File: src/rtl/traffic_light_multi.sv
// Multi-approach traffic light: round-robin green/yellow/all-red with flashing-red fail-safe; Moore outputs, IDLE->GREEN in one cycle.
// No backpressure: lamp outputs are free-running levels; Demand is sampled only in the last ALL_RED cycle.
module traffic_light_multi #(
    parameter int N_DIR      = 2,
    parameter int CNT_W      = 8,
    parameter int GREEN_CYC  = 8,
    parameter int YELLOW_CYC = 3,
    parameter int ALLRED_CYC = 2,
    parameter int FLASH_HALF = 4,
    localparam int DIR_W     = (N_DIR > 1) ? $clog2(N_DIR) : 1
) (
    input  logic             Clk,
    input  logic             Reset,
    input  logic             Execute,
    input  logic             Flash,
    input  logic [N_DIR-1:0] Demand,
    output logic [N_DIR-1:0] GREEN_EN,
    output logic [N_DIR-1:0] YELLOW_EN,
    output logic [N_DIR-1:0] RED_EN,
    output logic [DIR_W-1:0] Active_Dir,
    output logic             Phase_Start
);

    typedef enum logic [2:0] {
        ST_IDLE,
        ST_GREEN,
        ST_YELLOW,
        ST_ALL_RED,
        ST_FLASH
    } state_t;

    localparam logic [CNT_W-1:0] G_LD  = CNT_W'(GREEN_CYC - 1);
    localparam logic [CNT_W-1:0] Y_LD  = CNT_W'(YELLOW_CYC - 1);
    localparam logic [CNT_W-1:0] AR_LD = CNT_W'(ALLRED_CYC - 1);
    localparam logic [CNT_W-1:0] F_LD  = CNT_W'(FLASH_HALF - 1);

    state_t           state, nxt_state;
    logic [CNT_W-1:0] timer, nxt_timer;
    logic [DIR_W-1:0] dir, nxt_dir, sel_dir, cand;
    logic             blink, nxt_blink, found;
    logic [N_DIR-1:0] dir_oh;

    function automatic logic [DIR_W-1:0] inc_dir(input logic [DIR_W-1:0] d);
        return (d == DIR_W'(N_DIR - 1)) ? '0 : d + 1'b1;
    endfunction

    // First demanding approach after the current one; falls back to plain +1 so
    // the served approach never gets two greens in a row.
    always_comb begin
        sel_dir = inc_dir(dir);
        found   = 1'b0;
        cand    = dir;
        for (int k = 1; k < N_DIR; k++) begin
            cand = inc_dir(cand);
            if (!found && Demand[cand]) begin
                sel_dir = cand;
                found   = 1'b1;
            end
        end
    end

    always_ff @(posedge Clk) begin
        if (!Reset) begin
            state <= ST_IDLE;
            timer <= '0;
            dir   <= '0;
            blink <= 1'b1;
        end else begin
            state <= nxt_state;
            timer <= nxt_timer;
            dir   <= nxt_dir;
            blink <= nxt_blink;
        end
    end

    always_comb begin
        nxt_state = state;
        nxt_timer = timer;
        nxt_dir   = dir;
        nxt_blink = blink;
        if (Flash) begin
            if (state != ST_FLASH) begin
                nxt_state = ST_FLASH;
                nxt_timer = F_LD;
                nxt_blink = 1'b1;
            end else if (timer == '0) begin
                nxt_timer = F_LD;
                nxt_blink = ~blink;
            end else begin
                nxt_timer = timer - 1'b1;
            end
        end else begin
            case (state)
                ST_IDLE: begin
                    if (Execute) begin
                        nxt_state = ST_GREEN;
                        nxt_timer = G_LD;
                    end
                end
                ST_GREEN: begin
                    if (timer == '0) begin
                        nxt_state = ST_YELLOW;
                        nxt_timer = Y_LD;
                    end else begin
                        nxt_timer = timer - 1'b1;
                    end
                end
                ST_YELLOW: begin
                    if (timer == '0) begin
                        nxt_state = ST_ALL_RED;
                        nxt_timer = AR_LD;
                    end else begin
                        nxt_timer = timer - 1'b1;
                    end
                end
                ST_ALL_RED: begin
                    if (timer != '0) begin
                        nxt_timer = timer - 1'b1;
                    end else if (Execute) begin
                        nxt_state = ST_GREEN;
                        nxt_timer = G_LD;
                        nxt_dir   = sel_dir;
                    end else begin
                        nxt_state = ST_IDLE;
                        nxt_timer = '0;
                    end
                end
                ST_FLASH: begin
                    // Leaving fail-safe always goes through a full clearance interval.
                    nxt_state = ST_ALL_RED;
                    nxt_timer = AR_LD;
                    nxt_blink = 1'b1;
                end
                default: begin
                    nxt_state = ST_IDLE;
                    nxt_timer = '0;
                end
            endcase
        end
    end

    assign dir_oh     = {{(N_DIR-1){1'b0}}, 1'b1} << dir;
    assign Active_Dir = dir;

    always_comb begin
        GREEN_EN    = '0;
        YELLOW_EN   = '0;
        RED_EN      = '1;
        Phase_Start = 1'b0;
        case (state)
            ST_GREEN: begin
                GREEN_EN    = dir_oh;
                RED_EN      = ~dir_oh;
                Phase_Start = (timer == G_LD);
            end
            ST_YELLOW: begin
                YELLOW_EN = dir_oh;
                RED_EN    = ~dir_oh;
            end
            ST_FLASH: RED_EN = {N_DIR{blink}};
            default: ;
        endcase
    end

endmodule

File: config.mk
export PLATFORM = sky130hd
export DESIGN_NAME = traffic_light_multi
export DESIGN_NICKNAME = d
export VERILOG_FILES = /design/src/rtl/traffic_light_multi.sv
export SDC_FILE = /design/constraint.sdc
export NUM_CORES = 1
export LEC_CHECK = 0
export CORE_AREA = 3 3 67 69
export DETAILED_ROUTE_END_ITERATION = 6
export DIE_AREA = 0 0 70 72
export PLACE_DENSITY_LB_ADDON = 0.05
export SYNTH_ARGS = -nofsm -noshare
export SYNTH_HDL_FRONTEND = slang
export SYNTH_SLANG_ARGS = --single-unit
File: constraint.sdc
create_clock -name Clk -period 2.25 [get_ports Clk]
set_input_delay 0.5625 -clock Clk [delete_from_list [all_inputs] [get_ports Clk]]
set_output_delay 0.5625 -clock Clk [all_outputs]
set_load 0.005 [all_outputs]
### Word-level counts from Yosys, hierarchy flattened

Cells that the tools add are included.

| cells by class | value |
|---|---|
| add/subtract/negate cells | 2 |
| equal/unequal tests | 12 |
| shift-type cells | 1 |
| mux-type cells | 26 |
| bitwise operators | 4 |
| reduce and logical (&&, ||, !) cells | 8 |

Operator list:

| operator | number |
|---|---|
| 8-bit two-way mux | 7 |
| 8-bit one-hot mux with 5 select lines | 1 |
| 3-bit two-way mux | 7 |
| 3-bit inequality test (second input constant) | 5 |
| 3-bit one-hot mux with 5 select lines | 1 |
| 8-bit by 3-bit equality test with 1-bit output (second input constant) | 1 |
| 8-bit logical NOT | 1 |
| 8-bit nonzero test | 1 |
| 8-bit by 1-bit subtractor with 8-bit output (second input constant) | 1 |
| 1-bit two-way mux | 7 |
| 3-bit by 2-bit equality test with 1-bit output (second input constant) | 2 |
| 5-bit AND reduction | 1 |
| 2-bit two-way mux | 2 |
| 2-bit one-hot mux with 2 select lines | 1 |
| 4-bit AND reduction | 1 |
| 3-bit by 1-bit equality test with 1-bit output (second input constant) | 1 |
| 3-bit equality test (second input constant) | 1 |
| 3-bit logical NOT | 1 |
| 3-bit by 1-bit inequality test with 1-bit output (second input constant) | 1 |
| 1-bit inverter | 3 |
| 2-bit by 1-bit inequality test with 1-bit output (second input constant) | 1 |
| 2-bit inverter | 1 |
| 2-bit AND reduction | 1 |
| 2-bit nonzero test | 1 |
| other kinds (3) | 3 |

| word-level totals | value |
|---|---|
| register bits after elaboration | 13 |
| bits of input ports | 6 |
| output and inout port bits | 8 |
| logic and storage cells | 57 |

### Longest topological paths before layout

Gate-level depths: netlist of run 1.

| depth | value |
|---|---|
| depth after elaboration | 4 |
| depth in mapped cells | 6 |
| gate-level depth less buffers | 6 |

### Worst setup path before layout of run 1

Ideal clock, no wire load.

| timing | value |
|---|---|
| path type | reg2out |
| from | register state[1] |
| to | output port RED_EN[1] |
| data arrival time | 1.293 ns |
| required time | 1.688 ns |
| setup slack | 0.394 ns |
| stages on the path, launching flop included | 5 |
| path buffers | 1 |
| cell sequence | dfxtp_1 -> clkbuf_1 -> inv_1 -> nor4b_1 -> a21oi_1 |

| between the ends | value |
|---|---|
| longest elaborated chain between the ends | 3 |
| elaborated cells between the ends (all ways) | 5 |
| those cells by class | 3 x eq/ne; 1 x mux; 1 x reduce/logical |

Ends and longest elaborated chain:

| what | line | RTL |
|---|---|---|
| start, declared | 37 | `state_t state, nxt_state;` |
| start signal, assigned | 69 | `state <= nxt_state;` |
| 3-bit by 1-bit equality test with 1-bit output or 3-bit by 2-bit equality test with 1-bit output (tied branches) | 150 | `case (state)` |
| 2-bit OR reduction (no line) | -- |  |
| 2-bit one-hot mux with 2 select lines * | 150 |  |
| end, declared | 19 | `output logic [N_DIR-1:0] RED_EN,` |

Every way passes the cells marked *; elsewhere a longest branch is shown, timed or not.

### Worst setup path in the final report of run 1

| timing | value |
|---|---|
| from | register dir, in the netlist Active_Dir |
| to | output port YELLOW_EN[1] |

| between the ends | value |
|---|---|
| longest elaborated chain between the ends | 2 |

Ends and longest elaborated chain:

| what | line | RTL |
|---|---|---|
| start, declared | 39 | `logic [DIR_W-1:0] dir, nxt_dir, sel_dir, cand;` |
| start signal, assigned | 71 | `dir <= nxt_dir;` |
| 1-bit by 1-bit << shifter with 2-bit output | 142 | `assign dir_oh = {{(N_DIR-1){1'b0}}, 1'b1} << dir;` |
| 2-bit two-way mux | 150 |  |
| end, declared | 18 | `output logic [N_DIR-1:0] YELLOW_EN,` |

No other way between the ends.

==> results.toml, run 1 <==
[grt]
grt_max_degree = 15
grt_pass1_wl_microns = 4885
first_global_vias = 987
antenna_found_initial = 0
gr-usage-all-layers_pct = 12.01
overflow = 0

[route]
wl_per_cell_microns = 14.59
drcViolationCount = 0
wirelength_microns = 2830
ant_nets = 0
drt_iter0_drc = 39
first_pass_iters = 4
vias = 992
vias_per_cell = 5.113

[power_and_ir_drop]
switching_share_pct = 33.35
power.internal_mw = 0.5004
p_switching_mw = 0.2504
comb_power_share_pct = 35.5
peakVddDrop_v = 0.0002246
clockPowerShare_pct = 28.8
power.leakage_nw = 0.4941
seq_power_share_pct = 35.7
p_per_area_nw_per_um2 = 574.2

[floorplanning]
die_w_microns = 70
initial_core_util_pct = 24.35
dieArea_sq_um = 5040
core-area_sq_um = 3971
row_count = 23
die_h_microns = 72
ios = 14

[timing]
relSlewSlack_pct = 71.45
fin_tns_setup_ps = 0
worstMarginPinSlew_ps = 423.7
setup_ws_ps = 125.6
rsz0062_at_grt = "no"
setup_viol = 0
hold_viol = 0
period_share_pct = 94.42
clock_skew_ps = 4.946
drv_slew = 0
fmax_mhz = 470.7
period_minus_slack_ps = 2124

[logic_synthesis]
yosysMostFrequentCell = "dfxtp_1"
synth_cells = 121
synth_area_leaders = "dfxtp_1 27%, nor3_1 5.2%, o21ai_0 4.7%, xor2_1 4.5%, nor2_1 4.3%"
ys_seq_area_share_pct = 26.91
synth_nets = 130
synth_cell_types = 43
ys_ff_latch = 13
synth_area_sq_um = 967.2
synth-main-ff-cell = "dfxtp_1"
synthArstFlopShare_pct = 0
synth_edf_count = 0
yosysWarnings = 0
synth_top_area_cell = "dfxtp_1"
synthTopCellsByCount = "13 x dfxtp_1, 11 x nor2_1, 10 x nor3_1"
synth.top_cell.area_share_pct = 26.91
postSynthAreaPerCell_sq_um = 7.993

[layout]
drive_gt1_share_pct = 22.22
antenna_cells = 0
final_cells = 194
nNetsFinal = 154
nFillCells = 431
syn_to_final_growth_pct = 35.19
postLayoutCellArea_sq_um = 1308
finish.utilization_pct = 32.92

[critical_path]
crit_start = "Active_Dir$_SDFFE_PN0P_"
r2r_end = "timer[0]$_SDFFE_PN0P_"
crit_end = "YELLOW_EN[1]"
cp-start-kind = "register"
arrival_ps = 1560
endpoint_kind = "output pin"
reg2reg_depth = 6
crit_required_ps = 1690
reg2reg_from = "timer[0]$_SDFFE_PN0P_"
slowest_delay_ps = 550
critical_path_class = "reg -> out"
cpMaxStageDelayCell = "clkdlybuf4s50_1"
crit_fanout = 8
r2r_slack_ps = 190
path_cells = "nor4b_2 > clkdlybuf4s50_1"

[clock_tree]
insertion_delay_ps = 240
clkSinkCount = 13
root_buffer = "clkbuf_8"
cts_buffers = 3
clk_path_buf_depth = 2
ctsHoldBuffers = 0
path_clk_slew_ps = 60
htree_levels = 1
cts_tree = "built"

[placement]
place.gp.congestion = 0.8405
placed_cell_area_sq_um = 1206
hpwl_microns = 2107
portBuffers = 11
dp_cells = 187
dp_slack_ps = 69.47

[run]
cap_viol_max_count = 0

[outcome]
status = "complete, no violations"

[hold_path]
hold_path_class = "reg -> reg"
==> sequential cells by signal, summed over array words and instances, names as in the netlist <==
signal      flops
timer           8
blink           1
state           3
Active_Dir      1
==> cell usage in the layout, fill, tap and decap left out, types with 2 or more instances in the layout <==
cell	Yosys	layout
clkbuf_8	0	3
dfxtp_1	13	12
nand2_1	4	4
o211ai_1	4	4
a21oi_1	5	5
nor2_1	11	11
or3_1	3	3
xnor2_1	3	3
xor2_1	5	5
nor3_1	10	9
and3_1	2	2
o21ai_0	9	9
nor2b_1	2	2
ha_1	3	3
a211oi_1	2	2
buf_4	0	15
nand4b_1	2	2
o31ai_1	2	2
dlymetal6s2s_1	0	2
clkdlybuf4s50_1	0	8
nor4_1	3	2
a221o_1	2	2
inv_1	5	5
==> power by group through the flow <==
| stage | Sequential (mW) | Combinational (mW) | Clock [mW] |
|---|---|---|---|
| finish | 0.268 | 0.267 | 0.216 |
| global route | 0.271 | 0.293 | 0.233 |
| floorplan | 0.266 | 0.171 | 0 |
| CTS | 0.267 | 0.259 | 0.222 |
| detailed placement | 0.272 | 0.255 | 0 |
| global placement | 0.272 | 0.258 | 0 |
==> critical path: cells and delay by family, from the launching register on <==
family	cells	cell delay (ps)
buf+inv	1	550
flops	1	480
simple gates	1	290
==> per-stage QoR <==
step / total power, mW / hold slack (ps)
finish: 0.7508 / 542.8
global route: 0.7965 / 603.4
CTS: 0.7480 / 552.6
detailed placement: 0.5268 / 543.1
global placement: 0.5305 / 541.9
floorplan: 0.4371 / 475.1
==> per-layer routing <==
metal / global-route usage (%) / up-vias / part of all wire, %
li1: - / 496 / -
met1: 15.26 / 470 / 47
met2: 20.78 / 24 / 48
met3: 2.216 / 2 / 4.4
met4: 3.617 / 0 / 0.46
met5: 0 / - / 0
==> timing repair <==
item / CTS / global route
setup buffers: 0 / 3
endpoints found under the setup margin: 3 / 4
pin swaps: 0 / 1
resized for setup: 3 / 6
hold endpoints to repair: 0 / 0
==> cell type report <==
| cell class | count | area, sq um | area share, % |
|---|---|---|---|
| Sequential cell | 13 | 261.5 | 20.00 |
| Tap cell | 50 | 62.56 | 4.785 |
| Multi-Input combinational cell | 95 | 681.9 | 52.15 |
| Clock buffer | 4 | 45.04 | 3.445 |
| Inverter | 5 | 18.77 | 1.435 |
| Timing Repair Buffer | 27 | 237.7 | 18.18 |
==> cell families after synthesis <==
logic type	Yosys count	share of synthesized area, %
XOR/XNOR	8	7.245
buffers and inverters	13	5.175
flip-flops	13	26.91
AO/OA/AOI/OAI	34	25.74
adder cells (fa/ha/maj)	3	3.881
AND/OR/NAND/NOR	50	31.05
==> worst min-delay path by stage <==
stage	startpoint	to	slack, ps	cells after the start
floorplan	timer[1]$_SDFFE_PN0P_	timer[1]$_SDFFE_PN0P_	480	2
global route	timer[1]$_SDFFE_PN0P_	timer[1]$_SDFFE_PN0P_	600	2
global placement	timer[1]$_SDFFE_PN0P_	timer[1]$_SDFFE_PN0P_	540	2
CTS	timer[1]$_SDFFE_PN0P_	timer[1]$_SDFFE_PN0P_	550	2
finish	timer[1]$_SDFFE_PN0P_	timer[1]$_SDFFE_PN0P_	540	2
detailed placement	timer[1]$_SDFFE_PN0P_	timer[1]$_SDFFE_PN0P_	540	2
No activity file was read; power rests on OpenSTA's default activity.
==> inputs of run 2 (changes only) <==
--- a/config.mk
+++ b/config.mk
@@ -5,9 +5,9 @@
 export SDC_FILE = /design/constraint.sdc
 export NUM_CORES = 1
 export LEC_CHECK = 0
-export CORE_AREA = 3 3 67 69
+export CORE_AREA = 3 3 70 66
 export DETAILED_ROUTE_END_ITERATION = 6
-export DIE_AREA = 0 0 70 72
+export DIE_AREA = 0 0 73 69
 export PLACE_DENSITY_LB_ADDON = 0.05
 export SYNTH_ARGS = -nofsm -noshare
 export SYNTH_HDL_FRONTEND = slang
==> results.toml, run 2 (synthesized netlist as in run 1, its figures left out) <==
[route]
ant_nets = 0
wl_per_cell_microns = 14.48
wirelength_microns = 2765
drt_iter0_drc = 71
first_pass_iters = 4
vias = 983
dr_wl_met3_microns = 86
dr_wl_met2_microns = 1186
drcViolationCount = 0
vias_per_cell = 5.147
drt-met1-wl_microns = 1466
top_layer = "met4"

[layout]
finish.utilization_pct = 32.35
reg.largest.list = "timer (8), state (3)"
drive_gt1_share_pct = 23.08
regMostFlops = "timer"
syn_to_final_growth_pct = 33.51
mostFrequentLayoutCell = "buf_4"
largest_reg_flops = 8
antenna_cells = 0
nFillCells = 408
final_cell_mix = "15 x buf_4, 11 x nor2_1, 10 x dfxtp_1, 10 x nor3_1, 10 x clkdlybuf4s50_1"
nNetsFinal = 153

[power_and_ir_drop]
power.total_mw = 0.7485
peakVddDrop_v = 0.0002217
power.leakage_nw = 0.4804
p_per_area_nw_per_um2 = 579.7

[timing]
period_share_pct = 95.44
worstMarginPinSlew_ps = 409.9
fin_tns_setup_ps = 0
rsz0062_at_grt = "no"
clock_skew_ps = 4.523
setup_viol = 0
fmax_mhz = 465.7
drv_slew = 0
period_minus_slack_ps = 2148
hold_viol = 0
relSlewSlack_pct = 72.57

[clock_tree]
insertion_delay_ps = 240
clkSinkCount = 13
cts_buffers = 3
ctsHoldBuffers = 0
post_cts_buffers = 0
clk_path_buf_depth = 2
path_clk_slew_ps = 60
cts_tree = "built"
htree_levels = 1
root_buffer = "clkbuf_8"

[grt]
grt_max_degree = 15
gr-usage-all-layers_pct = 11.63
antenna_found_initial = 0
overflow = 0
grt_pass1_wl_microns = 4657
first_global_vias = 889

[placement]
place.gp.congestion = 0.8176
portBuffers = 11
hpwl_microns = 2119

[floorplanning]
die_w_microns = 73
initial_core_util_pct = 24.23
row_count = 22
core-area_sq_um = 3991
ios = 14
die_h_microns = 69
dieArea_sq_um = 5037

[critical_path]
crit_required_ps = 1690
endpoint_kind = "output pin"
crit_fanout = 5
critical_path_class = "reg -> out"
cp-start-kind = "register"
r2r_slack_ps = 280
arrival_ps = 1590

[outcome]
status = "complete, no violations"

[hold_path]
hold_path_class = "reg -> reg"

[run]
cap_viol_max_count = 0
==> run 2: stage by stage <==
| stage | instance area (sq um) | setup WS (ps) | hold WS [ps] | cells |
|---|---|---|---|---|
| global route | 1291 | 11.39 | 591.2 | 191 |
| floorplan | 967.2 | 394.5 | 475.1 | 121 |
| CTS | 1266 | 10.32 | 565.1 | 191 |
| global placement | 1219 | 117.6 | 568.3 | 187 |
| finish | 1291 | 102.5 | 563.5 | 191 |
| detailed placement | 1219 | 107.1 | 556.5 | 187 |
==> run 2: worst paths after layout <==
path | startpoint | end | cells past startpoint
setup / recovery | state[1]$_SDFFE_PN0P_ | YELLOW_EN[0] | 3
hold / removal | timer[1]$_SDFFE_PN0P_ | timer[1]$_SDFFE_PN0P_ | 2
setup reg to reg | timer[1]$_SDFFE_PN0P_ | timer[0]$_SDFFE_PN0P_ | 6
hold reg to reg | timer[1]$_SDFFE_PN0P_ | timer[1]$_SDFFE_PN0P_ | 2
==> run 2: final cells by class <==
cell class | instances | area (sq um) | share of cell area (%)
Multi-Input combinational cell | 95 | 679.4 | 52.62
Tap cell | 48 | 60.06 | 4.651
Timing Repair Buffer | 26 | 221.5 | 17.15
Clock buffer | 4 | 45.04 | 3.488
Inverter | 5 | 18.77 | 1.453
Sequential cell | 13 | 266.5 | 20.64
==> run 2: what timing repair did <==
item                                    4_1_cts  5_1_grt
endpoints found under the hold margin         0        0
gates resized for setup                       3        7
pin swaps                                     1        1
endpoints found under the setup margin        2        5
==> run 2: metal layers <==
layer	vias to the layer above	global-route usage, %
met3	4	2.332
met2	15	15.79
met1	466	17.92
li1	498	-
met4	0	3.689
met5	-	0
==> run 2: critical path: stages (launching register included) <==
cell             delay (ps)
dfxtp_1                 320
inv_1                   100
nor4_2                  350
clkdlybuf4s50_1         580
==> run 2: power by group <==
group / leakage (nW) / switching (mW) / internal, mW
registers: 0.108 / 0.0259 / 0.247
clock network: 0.0228 / 0.0902 / 0.125
logic: 0.350 / 0.132 / 0.128
total: 0.480 / 0.248 / 0.500
